File: config.mk
export PLATFORM = sky130hd
export DESIGN_NAME = proto_stream_decoder
export DESIGN_NICKNAME = d
export VERILOG_FILES = /design/src/rtl/proto_stream_decoder.sv
export SDC_FILE = /design/constraint.sdc
export NUM_CORES = 1
export LEC_CHECK = 0
export CAP_MARGIN = 20
export CELL_PAD_IN_SITES_DETAIL_PLACEMENT = 1
export CELL_PAD_IN_SITES_GLOBAL_PLACEMENT = 2
export CORE_MARGIN = 4
export CORE_UTILIZATION = 34
export DETAILED_ROUTE_END_ITERATION = 10
export GPL_ROUTABILITY_DRIVEN = 1
export PLACE_DENSITY_LB_ADDON = 0.08
export SYNTH_ARGS = -nofsm -noshare
export SYNTH_HDL_FRONTEND = slang
export SYNTH_SLANG_ARGS = --single-unit
File: constraint.sdc
create_clock -name clk_i -period 10.8 [get_ports clk_i]
set_input_delay 2.7 -clock clk_i [delete_from_list [all_inputs] [get_ports clk_i]]
set_output_delay 2.7 -clock clk_i [all_outputs]
set_load 0.02 [all_outputs]
File: src/rtl/proto_stream_decoder.sv
// proto_stream_decoder: streaming protobuf wire-format decoder.
//
// One byte per accepted handshake. Keys, varints, fixed32/64 and
// length-delimited fields are decoded into one-entry output beats. Listed
// length-delimited fields open nested messages, which are tracked on a stack
// of per-level remaining byte counts. Errors are sticky until reset.
//
// Optional feature macro: PROTO_ZIGZAG_EN. When defined, varint fields
// listed in ZIGZAG_FIELD_MASK are zigzag-decoded (sint) on output.
//
// Ports:
//   clk_i, reset_i           clock, asynchronous active-high reset
//   in_data_i/valid/ready    wire-byte input stream
//   out_valid_o/ready_i      decoded beat handshake
//   out_field_o              field number
//   out_wiretype_o           wire type 0, 1, 2 or 5
//   out_value_o              value, or payload byte in [7:0] for wire type 2
//   out_last_o               last payload byte of a wire type 2 field
//   out_depth_o              nesting depth at which the beat's key was decoded
//   msg_start_o, msg_end_o   one-cycle pulses: message opened / closed
//   err_o, err_code_o        sticky error flag and code (1..5)
module proto_stream_decoder #(
    parameter int unsigned FIELD_W           = 16,
    parameter int unsigned LEN_W             = 16,
    parameter int unsigned MAX_DEPTH         = 4,
    parameter logic [31:0] MSG_FIELD_MASK    = 32'h0,
    parameter logic [31:0] ZIGZAG_FIELD_MASK = 32'h0
) (
    input  logic               clk_i,
    input  logic               reset_i,
    input  logic [7:0]         in_data_i,
    input  logic               in_valid_i,
    output logic               in_ready_o,
    output logic               out_valid_o,
    input  logic               out_ready_i,
    output logic [FIELD_W-1:0] out_field_o,
    output logic [2:0]         out_wiretype_o,
    output logic [63:0]        out_value_o,
    output logic               out_last_o,
    output logic [3:0]         out_depth_o,
    output logic               msg_start_o,
    output logic               msg_end_o,
    output logic               err_o,
    output logic [2:0]         err_code_o
);
    // state    | meaning
    // S_KEY    | accumulating key varint (field<<3 | wiretype)
    // S_VARINT | accumulating wire type 0 value
    // S_FIX    | collecting 4 or 8 little-endian bytes
    // S_LEN    | accumulating length prefix of a wire type 2 field
    // S_BYTES  | streaming payload bytes, one beat each
    // S_ERR    | terminal; bytes accepted and discarded
    localparam logic [2:0] S_KEY    = 3'd0;
    localparam logic [2:0] S_VARINT = 3'd1;
    localparam logic [2:0] S_FIX    = 3'd2;
    localparam logic [2:0] S_LEN    = 3'd3;
    localparam logic [2:0] S_BYTES  = 3'd4;
    localparam logic [2:0] S_ERR    = 3'd5;

`ifdef PROTO_ZIGZAG_EN
    localparam logic ZZ_EN = 1'b1;
`else
    localparam logic ZZ_EN = 1'b0;
`endif

    logic [2:0]         state_q, state_d;
    logic [63:0]        acc_q, acc_d;
    logic [3:0]         cnt_q, cnt_d;
    logic [FIELD_W-1:0] field_q, field_d;
    logic [2:0]         wt_q, wt_d;
    logic [3:0]         kdep_q, kdep_d;
    logic [3:0]         depth_q, depth_d;
    logic [LEN_W-1:0]   blen_q, blen_d;
    logic [LEN_W-1:0]   rem_q [MAX_DEPTH];
    logic [LEN_W-1:0]   rem_d [MAX_DEPTH];
    logic [LEN_W-1:0]   rem_dec [MAX_DEPTH];
    logic               ms_q, ms_d, me_q, me_d, err_q, err_d;
    logic [2:0]         ec_q, ec_d;
    logic               en_q;
    logic               ov_q, olast_q;
    logic [FIELD_W-1:0] ofield_q;
    logic [2:0]         owt_q;
    logic [63:0]        oval_q;
    logic [3:0]         odep_q;

    logic               accept, fld_small, fld_msg, fld_zz, key_wide;
    logic [6:0]         vshamt;
    logic [63:0]        vacc, facc, beat_val;
    logic [FIELD_W+4:0] fpad;
    logic [LEN_W-1:0]   parent_rem;
    logic               over_parent, beat, beat_last, push, err_set;
    logic [2:0]         err_sel;
    logic [3:0]         pop_to;

    // In ERR the input is drained regardless of the output register.
    assign in_ready_o = en_q && (state_q == S_ERR || !ov_q || out_ready_i);
    assign accept     = in_valid_i && in_ready_o;

    assign vshamt = 7'(cnt_q) * 7'd7;
    assign vacc   = acc_q | ({57'd0, in_data_i[6:0]} << vshamt);
    assign facc   = acc_q | ({56'd0, in_data_i} << {cnt_q[2:0], 3'b000});

    // Only field numbers 0..31 can be looked up in the masks.
    assign fpad      = {5'd0, field_q};
    assign fld_small = (fpad >> 5) == '0;
    assign fld_msg   = fld_small && MSG_FIELD_MASK[fpad[4:0]];
    assign fld_zz    = ZZ_EN && fld_small && ZIGZAG_FIELD_MASK[fpad[4:0]];

    // Bits 64+ of a 10-byte key are dropped by the accumulator, so check them here.
    assign key_wide = ((vacc >> (FIELD_W + 3)) != '0) ||
                      (cnt_q == 4'd9 && in_data_i[6:1] != 6'd0);

    always_comb begin
        state_d = state_q;  acc_d = acc_q;    cnt_d = cnt_q;
        field_d = field_q;  wt_d = wt_q;      kdep_d = kdep_q;
        depth_d = depth_q;  blen_d = blen_q;
        err_d = err_q;      ec_d = ec_q;      ms_d = 1'b0;  me_d = 1'b0;
        beat = 1'b0;  beat_last = 1'b0;  beat_val = vacc;  push = 1'b0;
        err_set = 1'b0;  err_sel = 3'd0;  parent_rem = '0;  pop_to = depth_q;
        for (int i = 0; i < MAX_DEPTH; i++) begin
            rem_dec[i] = (i < int'(depth_q)) ? rem_q[i] - LEN_W'(1) : rem_q[i];
            rem_d[i]   = rem_q[i];
            if (i == int'(depth_q) - 1) parent_rem = rem_dec[i];
        end
        // Inner counts never exceed outer ones, so the lowest exhausted level
        // is the new depth.
        for (int i = MAX_DEPTH - 1; i >= 0; i--)
            if (i < int'(depth_q) && rem_dec[i] == '0) pop_to = 4'(i);
        over_parent = (depth_q != 4'd0) && (vacc > 64'(parent_rem));

        if (accept && state_q != S_ERR) begin
            for (int i = 0; i < MAX_DEPTH; i++) rem_d[i] = rem_dec[i];
            case (state_q)
                S_KEY: begin
                    if (cnt_q == 4'd10) begin
                        err_set = 1'b1; err_sel = 3'd2;
                    end else if (!in_data_i[7]) begin
                        acc_d = '0; cnt_d = '0;
                        field_d = vacc[FIELD_W+2:3]; wt_d = vacc[2:0]; kdep_d = depth_q;
                        case (vacc[2:0])
                            3'd0:       state_d = S_VARINT;
                            3'd1, 3'd5: state_d = S_FIX;
                            3'd2:       state_d = S_LEN;
                            default:    begin err_set = 1'b1; err_sel = 3'd1; end
                        endcase
                        if (!err_set && key_wide) begin err_set = 1'b1; err_sel = 3'd3; end
                    end else begin
                        acc_d = vacc; cnt_d = cnt_q + 4'd1;
                    end
                end
                S_VARINT, S_LEN: begin
                    if (cnt_q == 4'd10) begin
                        err_set = 1'b1; err_sel = 3'd2;
                    end else if (!in_data_i[7]) begin
                        acc_d = '0; cnt_d = '0; state_d = S_KEY;
                        if (state_q == S_VARINT) begin
                            beat = 1'b1;
                            beat_val = fld_zz ? ((vacc >> 1) ^ {64{vacc[0]}}) : vacc;
                        end else if (fld_msg && int'(depth_q) >= MAX_DEPTH) begin
                            err_set = 1'b1; err_sel = 3'd4;
                        end else if (over_parent) begin
                            err_set = 1'b1; err_sel = 3'd5;
                        end else if (fld_msg) begin
                            push = 1'b1;
                        end else if (vacc != 64'd0) begin
                            blen_d = vacc[LEN_W-1:0]; state_d = S_BYTES;
                        end
                    end else begin
                        acc_d = vacc; cnt_d = cnt_q + 4'd1;
                    end
                end
                S_FIX: begin
                    acc_d = facc; cnt_d = cnt_q + 4'd1;
                    if (cnt_q == ((wt_q == 3'd1) ? 4'd7 : 4'd3)) begin
                        beat = 1'b1; beat_val = facc;
                        acc_d = '0; cnt_d = '0; state_d = S_KEY;
                    end
                end
                S_BYTES: begin
                    beat = 1'b1; beat_val = {56'd0, in_data_i};
                    beat_last = (blen_q == LEN_W'(1));
                    blen_d = blen_q - LEN_W'(1);
                    if (beat_last) state_d = S_KEY;
                end
                default: state_d = S_ERR;
            endcase

            // A zero-length message opens and closes on the same byte.
            if (push) begin
                ms_d = 1'b1;
                if (vacc == 64'd0) begin
                    me_d = 1'b1;
                end else begin
                    depth_d = depth_q + 4'd1;
                    for (int i = 0; i < MAX_DEPTH; i++)
                        if (i == int'(depth_q)) rem_d[i] = vacc[LEN_W-1:0];
                end
            end
            if (pop_to != depth_q) begin
                depth_d = pop_to; me_d = 1'b1;
                // A message may only close on a field boundary.
                if (!err_set && !(state_d == S_KEY && cnt_d == 4'd0)) begin
                    err_set = 1'b1; err_sel = 3'd5;
                end
            end
            if (err_set) begin
                state_d = S_ERR; err_d = 1'b1; ec_d = err_sel;
                beat = 1'b0; ms_d = 1'b0; me_d = 1'b0;
            end
        end
    end

    always_ff @(posedge clk_i or posedge reset_i) begin
        if (reset_i) begin
            en_q <= 1'b0;  state_q <= S_KEY;  acc_q <= '0;  cnt_q <= '0;
            field_q <= '0; wt_q <= '0;  kdep_q <= '0;  depth_q <= '0;  blen_q <= '0;
            for (int i = 0; i < MAX_DEPTH; i++) rem_q[i] <= '0;
            ms_q <= 1'b0;  me_q <= 1'b0;  err_q <= 1'b0;  ec_q <= '0;
            ov_q <= 1'b0;  ofield_q <= '0;  owt_q <= '0;  oval_q <= '0;
            olast_q <= 1'b0;  odep_q <= '0;
        end else begin
            en_q <= 1'b1;  state_q <= state_d;  acc_q <= acc_d;  cnt_q <= cnt_d;
            field_q <= field_d;  wt_q <= wt_d;  kdep_q <= kdep_d;
            depth_q <= depth_d;  blen_q <= blen_d;
            for (int i = 0; i < MAX_DEPTH; i++) rem_q[i] <= rem_d[i];
            ms_q <= ms_d;  me_q <= me_d;  err_q <= err_d;  ec_q <= ec_d;
            if (beat) begin
                ov_q <= 1'b1;  ofield_q <= field_q;  owt_q <= wt_q;
                oval_q <= beat_val;  olast_q <= beat_last;  odep_q <= kdep_q;
            end else if (out_ready_i) begin
                ov_q <= 1'b0;
            end
        end
    end

    assign out_valid_o    = ov_q;
    assign out_field_o    = ofield_q;
    assign out_wiretype_o = owt_q;
    assign out_value_o    = oval_q;
    assign out_last_o     = olast_q;
    assign out_depth_o    = odep_q;
    assign msg_start_o    = ms_q;
    assign msg_end_o      = me_q;
    assign err_o          = err_q;
    assign err_code_o     = ec_q;
endmodule
Word-level counts from Yosys, hierarchy flattened
Memories as Yosys holds them, arrays and structs flattened.
Cells that the tools add are included.
Widths: inputs -> output; s select.
{ "op_classes": {"muxes": 115, "mul": 1, "bitwise": 4, "addsub": 8, "n_reduce_logical": 50, "n_lt_le_gt_ge": 7, "n_eq_ne": 30, "shifts": 2} }
{ "ops": {"columns": ["cell", "n"], "rows": [
  ["$mux 64", 7],
  ["$mux 16", 19],
  ["$pmux 64 s2", 2],
  ["$or 64x64->64", 2],
  ["$reduce_bool 64->1", 2],
  ["$sub 16x1->16 const B", 5],
  ["$mux 3", 24],
  ["$gt 64x16->1", 1],
  ["$logic_not 16->1", 4],
  ["$logic_not 64->1", 1],
  ["$shl 7x7->64", 1],
  ["$shl 8x6->64", 1],
  ["$mux 1", 45],
  ["$mux 4", 11],
  ["$logic_not 32->1", 1],
  ["$pmux 16 s2", 1],
  ["$logic_not 21->1", 1],
  ["$eq 16x1->1 const B", 1],
  ["$ne 2x2->1 const B", 8],
  ["$logic_and 1x1->1", 14],
  ["$pmux 3 s4", 1],
  ["$eq 3x5->1 const A", 2],
  ["$eq 3x1->1 const B", 3],
  ["$eq 3x2->1 const B", 3],
  ["36 further kinds", 57]
]} }
{ "word_totals": {"word_cells": 241, "romBits": 32, "output_inout_bits": 96, "memories": 1, "input_bits": 12, "ff_bits": 274} }
{ "memory_table": {"columns": ["memory", "words", "word_bits", "rd", "rd_ports_with_merged_regs", "write_ports", "line_no", "rtl"], "rows": [
  ["(no name shown)", 32, 1, 1, 0, 0, "106", "assign fld_msg = fld_small && MSG_FIELD_MASK[fpad[4:0]];"]
]} }

Depth between registers and ports, before layout
Gate-level depths: netlist of the first run.
{ "logic_depth": {"ltp_word": 25, "depth_mapped": 24, "depth_no_buf": 20} }

Least setup slack after synthesis of the first run
OpenSTA, ideal clock, no wires.
{ "synth_path": {"path_kind": "input to output", "start": "in out_ready_i", "end": "out in_ready_o", "arrival_time_ns": 3.327, "t_required_ns": 8.100, "setup_slack_ns": 4.773, "stages": 2, "n_path_buf": 0, "cell_sequence": "nor2b_1 -> a21boi_0"} }
{ "synth_between": {"elab_chain_len": 2} }
{ "synth_rtl": {"columns": ["element", "line_no", "rtl"], "rows": [
  ["start, declared", "35", "input logic out_ready_i,"],
  ["$logic_or 1x1->1", "96", "assign in_ready_o = en_q && (state_q == S_ERR || !ov_q || out_ready_i);"],
  ["$logic_and 1x1->1", "96", null],
  ["end, declared", "33", "output logic in_ready_o,"]
]} }
No other way between the ends.

Final worst setup path of the first run
Ends and elaborated chain as after synthesis.

==> results.yml, run 1 <==
worst_setup_path:
  worstPathMaxFanout: 3
  worst_r2r_path_depth: 22
  crit_chain: "clkdlybuf4s50_1, nor2b_1, a21boi_0, clkdlybuf4s50_1"
  cp.required_ns: 8.10
  cp_slowest_stage_delay_ns: 0.67
  critical_path.top_delay_family: "buffers and inverters"
  arrival_ns: 4.17
  cpMaxStageDelayCell: "clkdlybuf4s50_1"
  worstSetupStartpointType: "input port"
  criticalPathCategory: "input port to primary output"
  worst_path_most_repeated_cell: "clkdlybuf4s50_1"
  cp-end-kind: "primary output"
  worst-path-stages: 4
  cp_num_buf_inv: 2
timing:
  drv_slew: 0
  fin_crit_sh: 0.637
  maxSlewHeadroom: 0.272
  fin_worst_skew_ns: 0.0271
  worst_pin_slew_ns: 1.08
  min_period_ns: 6.87
  hold_violations: 0
  finalSetupTns_ns: 0
  setup_viol: 0
  rsz0062_at_grt: "false"
  max_freq_mhz: 145
layout:
  num-nets-final: 1976
  drive_above_1_share: 0.108
  syn_to_final_growth_pct: 17.0
  fin_cells: 2614
  antenna_cells: 0
flow_run:
  cap_violations: 0
die:
  die_h_microns: 230
  start_util: 0.347
  rows: 80
  die-area_sq_um: 52700
  die_w_microns: 230
  core-area_sq_um: 48100
  num_io_pins: 108
power:
  power.leakage_nw: 8.42
  power_density_nw_per_um2: 255
  p_comb_frac: 0.434
  p_sw_mw: 2.07
  seqPwrFrac: 0.317
  power.share.clock: 0.249
  sw_frac_of_total: 0.415
  ir_drop_mv: 0.104
  p_int_mw: 2.92
cts:
  cts_tree: "yes"
  cts_setup_buffers: 0
  post_cts_resized: 0
  h-tree-depth: 2
  clk_pin_slew_ns: 0.05
  clock_path_buffers: 3
  cts_sinks: 273
  numCtsBuffers: 36
  insertion_delay_ns: 0.57
  cts-root-buf: "clkbuf_16"
  cts_hold_buf: 0
global_route:
  grt_pass1_wl_microns: 95900
  grt_max_degree: 142
  antenna_found_initial: 1
  track_usage: 0.230
  grt_pass1_vias: 15600
  grt-ovfl-total: 0
detailed_routing:
  drt-wirelength-per-cell_microns: 23.5
  drt_iter0_markers: 1067
  wl_microns: 61400
  vias_per_cell: 5.70
  num_vias: 14900
  dr.pass1.iters: 5
  ant_nets: 0
  drc_errors: 0
synth:
  async_reset_ff_frac: 1.00
  synthTopCellsByArea: "dfrtp_1, a21oi_1, mux2_4, nand2_1, nor2_1"
  yosys_warnings: 0
  yosysMostFrequentCell: "dfrtp_1"
  seq_area_frac_synth: 0.409
  ys_ff_latch: 273
  synth_ff_type: "dfrtp_1"
  ys_types: 84
  netlist.area_leader.share: 0.409
  netlist_area_sq_um: 16700
  synth_area_leader_cell: "dfrtp_1"
  avgSynthCellArea_sq_um: 8.84
  synth-edff-count: 0
  synthesis.nets: 1930
  syn-instance-count: 1887
  netlist_top_cells_count: "dfrtp_1, a21oi_1, nand2_1, nor2_1, clkbuf_1"
place:
  gp_congestion: 0.845
  io_buffers: 106
  dp_cells: 2550
  hpwl_microns: 42100
outcome:
  status: "finished, final reports clean"
worst_hold_path:
  hold_depth: 2
  hold_path_class: "flop to flop"
per-layer routing:
layer / vias to the layer above / global-route usage / wire length (microns)
li1: 6886 / - / -
met1: 7575 / 0.305 / 27400
met2: 322 / 0.384 / 29400
met3: 102 / 0.0399 / 2670
met4: 2 / 0.0707 / 1880
met5: - / 0 / 17
power by group through the flow:
stage	Combinational (mW)	Clock [mW]	Sequential (mW)
6_report	2.17	1.24	1.58
5_1_grt	2.36	1.32	1.63
4_1_cts	2.17	1.28	1.59
3_5_place_dp	2.16	0	1.60
3_3_place_gp	2.13	0	1.59
2_1_floorplan	1.28	0	1.62
metrics by stage:
step                      instance area (sq um)  power, mW  hold slack [ns]   util  worst slack, ns
final                                     19500       4.99            0.479  0.406             3.93
after CTS                                 19500       5.03            0.483  0.406             3.89
after detailed placement                  18300       3.76            0.471  0.380             3.52
after global placement                    18300       3.72            0.471  0.380             3.60
after global routing                      19500       5.31            0.512  0.406             3.67
after floorplan                           16700       2.90            0.444      -            0.576
worst reg2reg max path, stage by stage, from the launching register on:
cell      delay [ns]
dfrtp_1         0.55
inv_1           0.23
ha_1            0.27
nor3b_1         0.14
buf_4           0.20
or4_1           0.52
or3_1           0.43
nor3_1          0.26
xnor2_1         0.15
o221ai_1        0.20
o21ai_0         0.25
nand2_1         0.15
o21ai_0         0.19
ha_1            0.36
nand4_1         0.15
nor2_1          0.14
o31ai_1         0.08
a21oi_1         0.22
o31ai_1         0.17
a2111o_1        0.49
a21oi_4         0.16
buf_4           0.67
mux2_2          0.49
cell type report:
| cell class | instances | area (sq um) |
|---|---|---|
| tap | 656 | 821 |
| fill | 5525 | 28600 |
| timing repair buffer | 146 | 1380 |
| inverter | 68 | 263 |
| sequential | 273 | 6830 |
| clock buffer | 50 | 1050 |
| clock inverter | 13 | 153 |
| multi-input combinational | 1408 | 9030 |
state kept, by name, summed over array words and instances (netlist names), 4 cells and up:
| name | cells |
|---|---|
| out_field_o | 16 |
| out_depth_o | 4 |
| acc_q | 64 |
| field_q | 16 |
| cnt_q | 4 |
| kdep_q | 4 |
| depth_q | 4 |
| out_value_o | 64 |
| blen_q | 16 |
| rem_q | 64 |
placed cells by master, fill, tap and decap left out, types with 26 or more instances in the layout:
cell type	Yosys	layout
dfrtp_1	273	273
a31oi_1	27	27
inv_1	67	66
or3_1	35	35
nor2_1	152	150
xor2_1	63	63
a21oi_1	209	208
nand3_1	42	42
ha_1	31	31
nor3_1	50	46
clkbuf_16	0	37
nor4_1	31	31
nand2_1	193	192
mux2_4	60	60
clkdlybuf4s50_1	0	106
buf_4	1	37
xnor2_1	58	58
o22ai_1	37	37
o21ai_0	109	109
nand4_1	26	26
cells by family after synthesis:
family,after synthesis,synth area share
multiplexers,72,0.0619
XOR/XNOR,121,0.0635
adder cells (fa/ha/maj),31,0.0232
AO/OA/AOI/OAI,542,0.200
other,2,0.000450
flip-flops,273,0.409
buffers and inverters,206,0.0530
AND/OR/NAND/NOR,640,0.188
final timing paths:
check,startpoint,to,slack (ns)
max in group asynchronous,reset_i,out_value_o[42],6.88
hold / removal,field_q[4],field_q[4],0.48
hold reg to reg,field_q[4],field_q[4],0.48
setup / recovery,out_ready_i,in_ready_o,3.93
min in group asynchronous,reset_i,rem_q[41],2.61
setup reg to reg,depth_q[1],out_field_o[6],4.21
No activity file was read; power rests on OpenSTA's default activity.
==> run 2: changes to the inputs <==
CORE_UTILIZATION = 38   (was 34)
clock period = 6.4 ns   (was 10.8 ns; I/O delays follow)
==> results.yml, run 2 (same netlist as run 1, synthesis figures left out) <==
layout:
  final_common_cell: "dfrtp_1"
  antenna_cells: 0
  drive_above_1_share: 0.115
  layout_common_cells: "dfrtp_1, a21oi_1, nand2_1"
  multi_input_area_sq_um: 9040
  fillCellCount: 4975
  num-nets-final: 1992
  regArea_sq_um: 6830
  syn_to_final_growth_pct: 17.3
  post-route-cell-area_sq_um: 19600
  fin_cells: 2558
cts:
  cts_hold_buf: 0
  numCtsBuffers: 35
  cts_tree: "yes"
  insertion_delay_ns: 0.55
  clock_path_buffers: 3
  post_cts_resized: 0
  h-tree-depth: 2
  cts-root-buf: "clkbuf_16"
  cts_setup_buffers: 0
  clk_pin_slew_ns: 0.06
  cts_sinks: 273
power:
  ir_drop_mv: 0.306
  power_density_nw_per_um2: 428
  power.leakage_nw: 8.49
die:
  rows: 76
  num_io_pins: 108
  die-area_sq_um: 47300
  die_w_microns: 218
  core-area_sq_um: 43300
  start_util: 0.386
  die_h_microns: 218
place:
  hpwl_microns: 42800
  dp_cells: 2495
  gp_congestion: 0.909
  io_buffers: 106
  preCtsSetupSlack_ns: 0.505
  placed_cell_area_sq_um: 18400
global_route:
  grt-ovfl-total: 0
  grt_pass1_wl_microns: 94800
  grt_pass1_vias: 15400
  track_usage: 0.254
  antenna_found_initial: 0
  grt_max_degree: 92
worst_setup_path:
  worstPathMaxFanout: 42
  worstSetupStartpointType: "flop"
  criticalPathCategory: "flop to flop"
  cp.required_ns: 6.84
  arrival_ns: 6.31
  worst_r2r_path_depth: 20
  cp-end-kind: "flop"
worst_hold_path:
  hold_path_class: "flop to flop"
  hold_depth: 2
detailed_routing:
  drt_iter0_markers: 970
  vias_per_cell: 5.85
  ant_nets: 0
  drc_errors: 0
  dr.pass1.iters: 5
  num_vias: 15000
  drt-wirelength-per-cell_microns: 23.6
  wl_microns: 60500
timing:
  maxSlewHeadroom: 0.304
  fin_worst_skew_ns: 0.0248
  rsz0062_at_grt: "false"
  fin_crit_sh: 0.917
  max_freq_mhz: 170
  min_period_ns: 5.87
  finalSetupTns_ns: 0
  setup_ws_ns: 0.530
  drv_slew: 0
  hold_violations: 0
  setup_viol: 0
  worst_pin_slew_ns: 1.04
flow_run:
  cap_violations: 0
outcome:
  status: "finished, final reports clean"
[run 2: cell count changes in the layout (fill, tap and decap cells not counted), moves of 2 or more]
cell,change
buf_12,+4
buf_4,+13
clkinv_2,-2
clkinvlp_4,+3
nor3_2,+2
[run 2: final timing paths]
kind                            start              to  slack (ns)
max                        depth_q[0]  out_field_o[6]        0.53
min                        field_q[3]      field_q[3]        0.49
max reg2reg                depth_q[0]  out_field_o[6]        0.53
min reg2reg                field_q[3]      field_q[3]        0.49
max in group asynchronous     reset_i        rem_q[9]        3.71
min in group asynchronous     reset_i       rem_q[55]        1.69
[run 2: area by class of cell]
class / instances / share of cell area
tap: 585 / 0.0374
clock buffer: 48 / 0.0519
inverter: 68 / 0.0132
multi-input combinational: 1408 / 0.462
sequential: 273 / 0.349
clock inverter: 13 / 0.00735
timing repair buffer: 163 / 0.0793
[run 2: per-layer routing]
metal	routed length, microns	track usage	part of all wire	vias to the layer above
met5	0	0	0	-
met4	1620	0.0704	0.027	0
met2	29300	0.429	0.48	342
met1	26800	0.342	0.44	7595
met3	2830	0.0359	0.047	99
li1	-	-	-	6940
[run 2: worst max-delay path, stage by stage, from the launching register on]
cell,delay (ns)
dfrtp_1,0.54
inv_1,0.23
ha_1,0.28
nor3_1,0.18
a21oi_1,0.06
o21ai_1,0.41
nand3b_1,0.54
o221ai_1,0.48
o21ai_0,0.23
nor2_1,0.17
a21oi_1,0.08
ha_1,0.33
nand4_1,0.16
a21oi_1,0.18
o31ai_1,0.09
a21oi_1,0.23
o31ai_1,0.12
a2111o_1,0.48
a21oi_4,0.23
buf_12,0.31
mux2_2,0.37
[run 2: stage by stage]
stage          hold slack (ns)  total power, mW  utilization
2_1_floorplan            0.444             4.89            -
3_3_place_gp             0.465             6.28        0.425
3_5_place_dp             0.480             6.37        0.425
4_1_cts                  0.493             8.42        0.452
5_1_grt                  0.512             8.91        0.452
6_report                 0.491             8.37        0.452
[run 2: power by group]
part	total, mW	switching (mW)	internal, mW	leakage, nW
sequential	2.68	0.492	2.19	3.64
clock	2.00	0.806	1.20	0.560
combinational	3.69	2.18	1.50	4.29
==> run 3: changes to the inputs <==
CAP_MARGIN = default   (was 20)
==> results.yml, run 3 (same netlist as run 1, synthesis figures left out) <==
cts:
  cts_setup_buffers: 0
  clk_pin_slew_ns: 0.06
  insertion_delay_ns: 0.55
  h-tree-depth: 2
  cts_tree: "yes"
  cts-root-buf: "clkbuf_16"
  clock_path_buffers: 3
  cts_hold_buf: 0
  cts_sinks: 273
  numCtsBuffers: 35
  post_cts_resized: 0
timing:
  finalSetupTns_ns: 0
  hold_violations: 0
  min_period_ns: 5.85
  max_freq_mhz: 171
  setup_viol: 0
  maxSlewHeadroom: 0.256
  drv_slew: 0
  rsz0062_at_grt: "false"
  fin_crit_sh: 0.914
  fin_worst_skew_ns: 0.0261
  worst_pin_slew_ns: 1.10
die:
  die_w_microns: 218
  rows: 76
  die-area_sq_um: 47300
  start_util: 0.386
  num_io_pins: 108
  core-area_sq_um: 43300
  die_h_microns: 218
power:
  power_density_nw_per_um2: 427
  power.leakage_nw: 8.47
  ir_drop_mv: 0.306
detailed_routing:
  drt-wirelength-per-cell_microns: 23.6
  drt_iter0_markers: 959
  ant_nets: 0
  num_vias: 15000
  dr.pass1.iters: 5
  vias_per_cell: 5.87
  drc_errors: 0
  wl_microns: 60400
layout:
  drive_above_1_share: 0.114
  layout_common_cells: "dfrtp_1, a21oi_1, nand2_1"
  num-nets-final: 1990
  antenna_cells: 0
  final_common_cell: "dfrtp_1"
  syn_to_final_growth_pct: 17.2
  final_util: 0.452
worst_hold_path:
  hold_path_class: "flop to flop"
  hp-start: "field_q[2]"
  hold_depth: 2
  min_delay_worst_endpoint: "field_q[2]"
worst_setup_path:
  criticalPathCategory: "flop to flop"
  worstSetupStartpointType: "flop"
  cp.required_ns: 6.84
  cp-end-kind: "flop"
  r2r_slack_ns: 0.55
  worst_r2r_path_depth: 20
  worstPathMaxFanout: 42
  reg2reg_from: "depth_q[0]"
  worstSetupStartpoint: "depth_q[0]"
  arrival_ns: 6.29
  r2r_end: "out_field_o[6]"
place:
  gp_congestion: 0.909
  hpwl_microns: 42800
  io_buffers: 106
global_route:
  grt_max_degree: 92
  antenna_found_initial: 0
  track_usage: 0.254
  grt_pass1_wl_microns: 94800
  grt-ovfl-total: 0
  grt_pass1_vias: 15400
outcome:
  status: "finished, final reports clean"
flow_run:
  cap_violations: 0
run 3: changes by cell type in the layout (fill, tap and decap cells not counted):
| cell | previous run | this run |
|---|---|---|
| buf_6 | 1 | 0 |
| clkbuf_2 | 1 | 0 |
run 3: where the power goes:
part,switching [mW],internal [mW]
logic,2.18,1.50
registers,0.494,2.19
clock network,0.804,1.20
run 3: how the worst max path moves through the flow:
stage	to	slack, ns	cells after the start
detailed placement	out_field_o[6]	0.51	21
finish	out_field_o[6]	0.55	20
CTS	out_field_o[6]	0.40	21
floorplan	acc_q[0]	1.19	1
global route	out_field_o[6]	0.14	21
global placement	out_field_o[6]	0.62	21
run 3: metal layers:
layer  GRT usage  vias to the layer above  routed length [microns]
li1            -                     6929                        -
met1       0.342                     7629                    26700
met5           0                        -                        0
met2       0.429                      341                    29200
met3      0.0359                       92                     2910
met4      0.0704                        0                     1600
run 3: metrics by stage:
stage	worst slack (ns)	instances	hold slack (ns)	total power, mW	instance area [sq um]
3_5_place_dp	0.505	2495	0.480	6.37	18400
6_report	0.549	2556	0.490	8.36	19600
3_3_place_gp	0.622	2495	0.465	6.28	18400
5_1_grt	0.137	2556	0.512	8.90	19600
2_1_floorplan	1.19	1887	0.444	4.89	16700
4_1_cts	0.396	2556	0.493	8.42	19600
run 3: critical path, cell delays in order (launching register included):
cell and delay [ns]:
dfrtp_1 0.54, inv_1 0.23, ha_1 0.28, nor3_1 0.18, a21oi_1 0.06, o21ai_1 0.41, nand3b_1 0.54, o221ai_1 0.61
o21ai_0 0.18, nor2_1 0.13, a21oi_1 0.07, ha_1 0.31, nand4_1 0.14, a21oi_1 0.18, o31ai_1 0.09, a21oi_1 0.22
o31ai_1 0.12, a2111o_1 0.47, a21oi_4 0.23, buf_12 0.31, mux2_2 0.37
run 3: final cells by class:
class / instances / area (sq um)
Fill cell: 4975 / 23700
Inverter: 68 / 259
Sequential cell: 273 / 6830
Clock buffer: 48 / 1020
Multi-Input combinational cell: 1408 / 9040
Tap cell: 585 / 732
Timing Repair Buffer: 161 / 1540
Clock inverter: 13 / 144
